File: src/rtl/apu_pkg.sv
// Shared APU definitions: default widths, the silence tone code and the
// lookahead handshake state encoding.
package apu_pkg;
    localparam int TONE_W_DEF = 4;
    localparam int ADDR_W_DEF = 10;

    localparam logic [TONE_W_DEF-1:0] TONE_SILENCE = '0;

    typedef enum logic [1:0] {
        IDLE      = 2'd0,
        ACK       = 2'd1,
        WAIT_DROP = 2'd2
    } la_state_e;
endpackage

File: src/rtl/sync_fifo.sv
// Single-clock FIFO with first-word-fall-through head and occupancy count.
// Pushes when full are accepted only alongside a pop; pops when empty are ignored.
module sync_fifo #(
    parameter int DEPTH = 4,
    parameter int WIDTH = 14
) (
    input  logic                   clk,
    input  logic                   reset,
    input  logic                   push,
    input  logic                   pop,
    input  logic [WIDTH-1:0]       wdata,
    output logic [WIDTH-1:0]       rdata,
    output logic                   full,
    output logic                   empty,
    output logic [$clog2(DEPTH):0] count
);
    localparam int PTR_W = $clog2(DEPTH);

    logic [WIDTH-1:0] mem_q [DEPTH];
    logic [WIDTH-1:0] mem_d [DEPTH];
    logic [PTR_W-1:0] wr_ptr_q, wr_ptr_d;
    logic [PTR_W-1:0] rd_ptr_q, rd_ptr_d;
    logic [PTR_W:0]   count_q, count_d;
    logic             do_push, do_pop;

    assign full    = (count_q == (PTR_W+1)'(DEPTH));
    assign empty   = (count_q == '0);
    assign do_pop  = pop & ~empty;
    assign do_push = push & (~full | do_pop);
    assign rdata   = mem_q[rd_ptr_q];
    assign count   = count_q;

    always_comb begin
        mem_d    = mem_q;
        wr_ptr_d = wr_ptr_q;
        rd_ptr_d = rd_ptr_q;
        count_d  = count_q;
        if (do_push) begin
            mem_d[wr_ptr_q] = wdata;
            wr_ptr_d        = wr_ptr_q + PTR_W'(1);
        end
        if (do_pop) begin
            rd_ptr_d = rd_ptr_q + PTR_W'(1);
        end
        if (do_push && !do_pop) begin
            count_d = count_q + (PTR_W+1)'(1);
        end else if (!do_push && do_pop) begin
            count_d = count_q - (PTR_W+1)'(1);
        end
    end

    // Storage needs no reset: the pointers and count define what is valid.
    always_ff @(posedge clk) begin
        mem_q <= mem_d;
    end

    always_ff @(posedge clk) begin
        if (reset) begin
            wr_ptr_q <= '0;
            rd_ptr_q <= '0;
            count_q  <= '0;
        end else begin
            wr_ptr_q <= wr_ptr_d;
            rd_ptr_q <= rd_ptr_d;
            count_q  <= count_d;
        end
    end
endmodule

File: src/rtl/lookahead_sink.sv
// Consumer side of the APU lookahead handshake: captures tone codes into a
// FIFO and releases one per note_clk rising edge to the voice stage.
module lookahead_sink
    import apu_pkg::*;
#(
    parameter int DEPTH  = 4,
    parameter int TONE_W = TONE_W_DEF,
    parameter int ADDR_W = ADDR_W_DEF,
    parameter int CNT_W  = 8
) (
    input  logic                   clk,
    input  logic                   reset,
    input  logic [TONE_W-1:0]      t3_lookahead,
    input  logic [ADDR_W-1:0]      timestamp,
    input  logic                   lookahead_ready,
    output logic                   acknowledge_lookahead,
    input  logic                   note_clk,
    output logic [TONE_W-1:0]      cur_tone,
    output logic [ADDR_W-1:0]      cur_timestamp,
    output logic                   cur_valid,
    output logic [$clog2(DEPTH):0] fill_level,
    output logic [CNT_W-1:0]       underrun_count
);
    localparam int ENT_W = TONE_W + ADDR_W;

    la_state_e         state_q, state_d;
    logic              note_clk_q, note_clk_d;
    logic [TONE_W-1:0] cur_tone_q, cur_tone_d;
    logic [ADDR_W-1:0] cur_ts_q, cur_ts_d;
    logic              cur_valid_q, cur_valid_d;
    logic [CNT_W-1:0]  underrun_q, underrun_d;

    logic              note_rise, pop, push;
    logic              fifo_full, fifo_empty;
    logic [ENT_W-1:0]  head;

    assign note_rise = note_clk & ~note_clk_q;
    assign pop       = note_rise & ~fifo_empty;
    // A full FIFO still takes the entry when the same cycle frees a slot.
    assign push      = (state_q == IDLE) & lookahead_ready & (~fifo_full | pop);

    sync_fifo #(
        .DEPTH (DEPTH),
        .WIDTH (ENT_W)
    ) u_fifo (
        .clk   (clk),
        .reset (reset),
        .push  (push),
        .pop   (pop),
        .wdata ({t3_lookahead, timestamp}),
        .rdata (head),
        .full  (fifo_full),
        .empty (fifo_empty),
        .count (fill_level)
    );

    always_comb begin
        state_d = state_q;
        case (state_q)
            IDLE:      if (push) state_d = ACK;
            ACK:       state_d = WAIT_DROP;
            WAIT_DROP: if (!lookahead_ready) state_d = IDLE;
            default:   state_d = IDLE;
        endcase
    end

    always_comb begin
        note_clk_d  = note_clk;
        cur_tone_d  = cur_tone_q;
        cur_ts_d    = cur_ts_q;
        cur_valid_d = cur_valid_q;
        underrun_d  = underrun_q;
        if (pop) begin
            cur_tone_d  = head[ENT_W-1:ADDR_W];
            cur_ts_d    = head[ADDR_W-1:0];
            cur_valid_d = 1'b1;
        end else if (note_rise) begin
            // Empty at a note boundary: play silence, keep the last timestamp.
            cur_tone_d  = TONE_W'(TONE_SILENCE);
            cur_valid_d = 1'b0;
            if (underrun_q != '1) begin
                underrun_d = underrun_q + CNT_W'(1);
            end
        end
    end

    always_ff @(posedge clk) begin
        if (reset) begin
            state_q     <= IDLE;
            note_clk_q  <= 1'b0;
            cur_tone_q  <= '0;
            cur_ts_q    <= '0;
            cur_valid_q <= 1'b0;
            underrun_q  <= '0;
        end else begin
            state_q     <= state_d;
            note_clk_q  <= note_clk_d;
            cur_tone_q  <= cur_tone_d;
            cur_ts_q    <= cur_ts_d;
            cur_valid_q <= cur_valid_d;
            underrun_q  <= underrun_d;
        end
    end

    assign acknowledge_lookahead = (state_q == ACK);
    assign cur_tone              = cur_tone_q;
    assign cur_timestamp         = cur_ts_q;
    assign cur_valid             = cur_valid_q;
    assign underrun_count        = underrun_q;
endmodule

File: config.mk
export PLATFORM = sky130hd
export DESIGN_NAME = lookahead_sink
export DESIGN_NICKNAME = d
export VERILOG_FILES = /design/src/rtl/apu_pkg.sv /design/src/rtl/sync_fifo.sv /design/src/rtl/lookahead_sink.sv
export SDC_FILE = /design/constraint.sdc
export NUM_CORES = 1
export LEC_CHECK = 0
export ABC_CLOCK_PERIOD_IN_PS = 8900
export CORE_AREA = 2 2 62 108
export DETAILED_ROUTE_END_ITERATION = 7
export DIE_AREA = 0 0 64 110
export PLACE_DENSITY_LB_ADDON = 0.3
export SETUP_SLACK_MARGIN = 0.05
export SKIP_CTS_REPAIR_TIMING = 1
export SYNTH_ARGS = -nofsm -noshare
export SYNTH_HDL_FRONTEND = slang
export SYNTH_HIERARCHICAL = 1
export SYNTH_SLANG_ARGS = --single-unit
File: constraint.sdc
create_clock -name clk -period 8.9 [get_ports clk]
set_clock_uncertainty 0.1 [all_clocks]
set_input_delay 1.335 -clock clk [delete_from_list [all_inputs] [get_ports clk]]
set_output_delay 1.335 -clock clk [all_outputs]
set_load 0.01 [all_outputs]
==> impl_metrics.py <==
metrics = {
    "outcome": {
        "status": "finished clean",
    },
    "timing": {
        "timing_hold_violations_final": 0,
        "setup_tns_ns": 0,
        "slew_viol_final": 0,
        "relSlewSlack_pct": 32.1,
        "tightest_slew_ns": 1.02,
        "rsz0062_at_grt": "false",
        "layout_min_cycle_time_ns": 4.14,
        "max_freq_ghz": 0.241,
        "setup_violations": 0,
        "fin_crit_sh_pct": 46.6,
    },
    "worst_setup_path": {
        "crit_path_max_fanout": 12,
        "crit_path_start": "note_clk",
        "reg2reg_from": "u_fifo/count[0]",
        "critical_path.endpoint_type": "register",
        "crit_arrival_ns": 4.34,
        "crit_type": "in -> reg",
        "critPathLaunchType": "input pin",
        "critPathRequiredTime_ns": 9.10,
    },
    "place": {
        "place_congestion": 0.703,
        "dp_hpwl_um": 3960,
        "io_buffers": 44,
        "dpl_cell_area_um2": 4050,
    },
    "drt": {
        "num_vias": 1956,
        "dr.pass1.iters": 4,
        "viasPerCell": 5.30,
        "avgRoutedWirePerCell_um": 15.4,
        "ant_nets": 0,
        "drt_wl_total_um": 5700,
        "drtIter0Drc": 97,
        "drc": 0,
    },
    "grt": {
        "gr-total-overflow": 0,
        "grt_pass1_wl_um": 9330,
        "grt_pass1_vias": 1963,
        "grt_use_total_pct": 18.5,
        "grt_max_degree": 37,
        "antenna_found_initial": 0,
    },
    "clocking": {
        "clk_path_buf_depth": 2,
        "cts_tree": "yes",
        "cts-root-buf": "clkbuf_8",
        "cts_buffers": 9,
        "clk_pin_slew_ns": 0.08,
        "clkSinkCount": 89,
        "clk_latency_ns": 0.36,
        "htree_num_levels": 3,
    },
    "finish": {
        "final_common_cell": "edfxtp_1",
        "fin_area_um2": 4260,
        "final_util_pct": 69.4,
        "layout_common_cells": "56 x edfxtp_1, 44 x clkdlybuf4s50_1, 33 x dfxtp_1, 25 x nand2_1, 17 x a21oi_1",
        "synthToLayoutAreaGrowth_pct": 19.6,
        "drive_gt1_share_pct": 14.2,
        "final_nets": 309,
        "diodes": 0,
    },
    "floorplan": {
        "die_y_um": 110,
        "floorplan.initialDensity_pct": 58.0,
        "rows": 38,
        "io_pins": 45,
        "die_x_um": 64,
        "fp.dieArea_um2": 7040,
        "coreArea_um2": 6130,
    },
    "yosys": {
        "netlist_area_um2": 3560,
        "netlist_instances": 238,
        "synth_edf_count": 56,
        "ys_warn_count": 6,
        "synth-seq-cells": 89,
        "synth_nets": 263,
        "yosysSeqAreaShare_pct": 65.8,
        "synthFlopType": "edfxtp_1",
        "yosysUniqueCellTypes": 43,
        "syn_avg_cell_area_um2": 15.0,
        "async_flop_share_pct": 0,
    },
    "hold_path": {
        "hp-start": "cur_tone[3]",
        "hp-class": "reg -> reg",
    },
    "power_and_ir_drop": {
        "pwr_density_cell_nw_per_um2": 252,
        "leakage_uw": 0.00146,
        "vdd_ir_drop_max_mv": 0.156,
    },
    "run": {
        "cap_violations": 0,
    },
}
report_power, final:
group | switching (uW) | internal, uW
Sequential | 44.8 | 498
Clock | 131 | 155
Combinational | 113 | 130
Total | 289 | 783
cell type report:
type	count	area, um2
well taps	80	100
clock buffers	9	124
repair buffers	45	448
flip-flops and latches	89	2340
multi-input cells	133	1130
clock inverters	7	85.1
inverters	6	22.5
fillers	436	1880
flip-flops by register name, summed over array words and instances (netlist names):
name	cells
u_fifo/mem_q	56
cur_timestamp	10
underrun_count	8
cur_tone	4
u_fifo/count	3
state_q	2
u_fifo/rd_ptr_q	2
u_fifo/wr_ptr_q	2
cur_valid	1
note_clk_q	1
per-stage QoR:
step	std cells	power, uW	worst slack (ns)	hold WS (ns)
after floorplan	238	713	5.21	0.376
after global placement	353	791	4.46	0.343
after detailed placement	353	801	4.39	0.350
after CTS	369	1090	4.77	0.361
after global routing	369	1130	4.53	0.388
final	369	1070	4.76	0.358
synth_stat cells, types with 2 or more instances:
cell type  count  area (um2)
o21ai_0        2        10.0
mux4_2        14         315
clkbuf_1       2        7.51
mux2i_1        3        30.0
and2_2         4        30.0
nand2_1       25        93.8
buf_6          2        22.5
buf_1          2        7.51
and3_1         2        12.5
nor3_1         2        10.0
buf_2          3        15.0
edfxtp_1      56        1680
nand2b_1       3        18.8
nor2b_1        5        31.3
xor2_1         8        70.1
a21oi_1       17        85.1
ha_1           6        75.1
inv_1          6        22.5
nor2_1        16        60.1
nand3b_1       4        30.0
dfxtp_1       33         661
o211ai_1       2        15.0
metal layers:
metal  vias to the layer above  global-route usage, %  routed length (um)
met5                         -                      0                   0
met4                         0                   9.78                 116
met3                         9                   5.69                 223
met2                        43                   31.9                3060
met1                       940                   20.2                2300
li1                        964                      -                   -
cells by family (layout without fill, tap and decap cells):
kind of cell             after synthesis  count (layout)  share of synthesized area (%)
XOR/XNOR                               9               9                           2.22
AND/OR/NAND/NOR                       70              70                           10.7
buffers and inverters                 16              67                           2.32
flip-flops                            89              89                           65.8
AO/OA/AOI/OAI                         28              28                           5.84
adder cells (fa/ha/maj)                7               7                           2.67
multiplexers                          19              19                           10.4
critical path, cell delays in order:
cell,delay [ns]
clkdlybuf4s50_1,0.51
and2b_2,0.22
nand2b_2,0.19
a2111oi_4,0.40
a21boi_4,0.32
ha_1,0.22
inv_1,0.06
fa_1,0.37
xor2_1,0.16
or3_2,0.40
a21oi_1,0.15
final timing paths:
path,end,depth (start not counted),slack (ns)
hold / removal,cur_tone[3],2,0.36
setup / recovery,u_fifo/count[2],11,4.76
hold reg to reg,cur_tone[3],2,0.36
setup reg to reg,u_fifo/count[2],10,5.60
No activity file was read; power rests on OpenSTA's default activity.
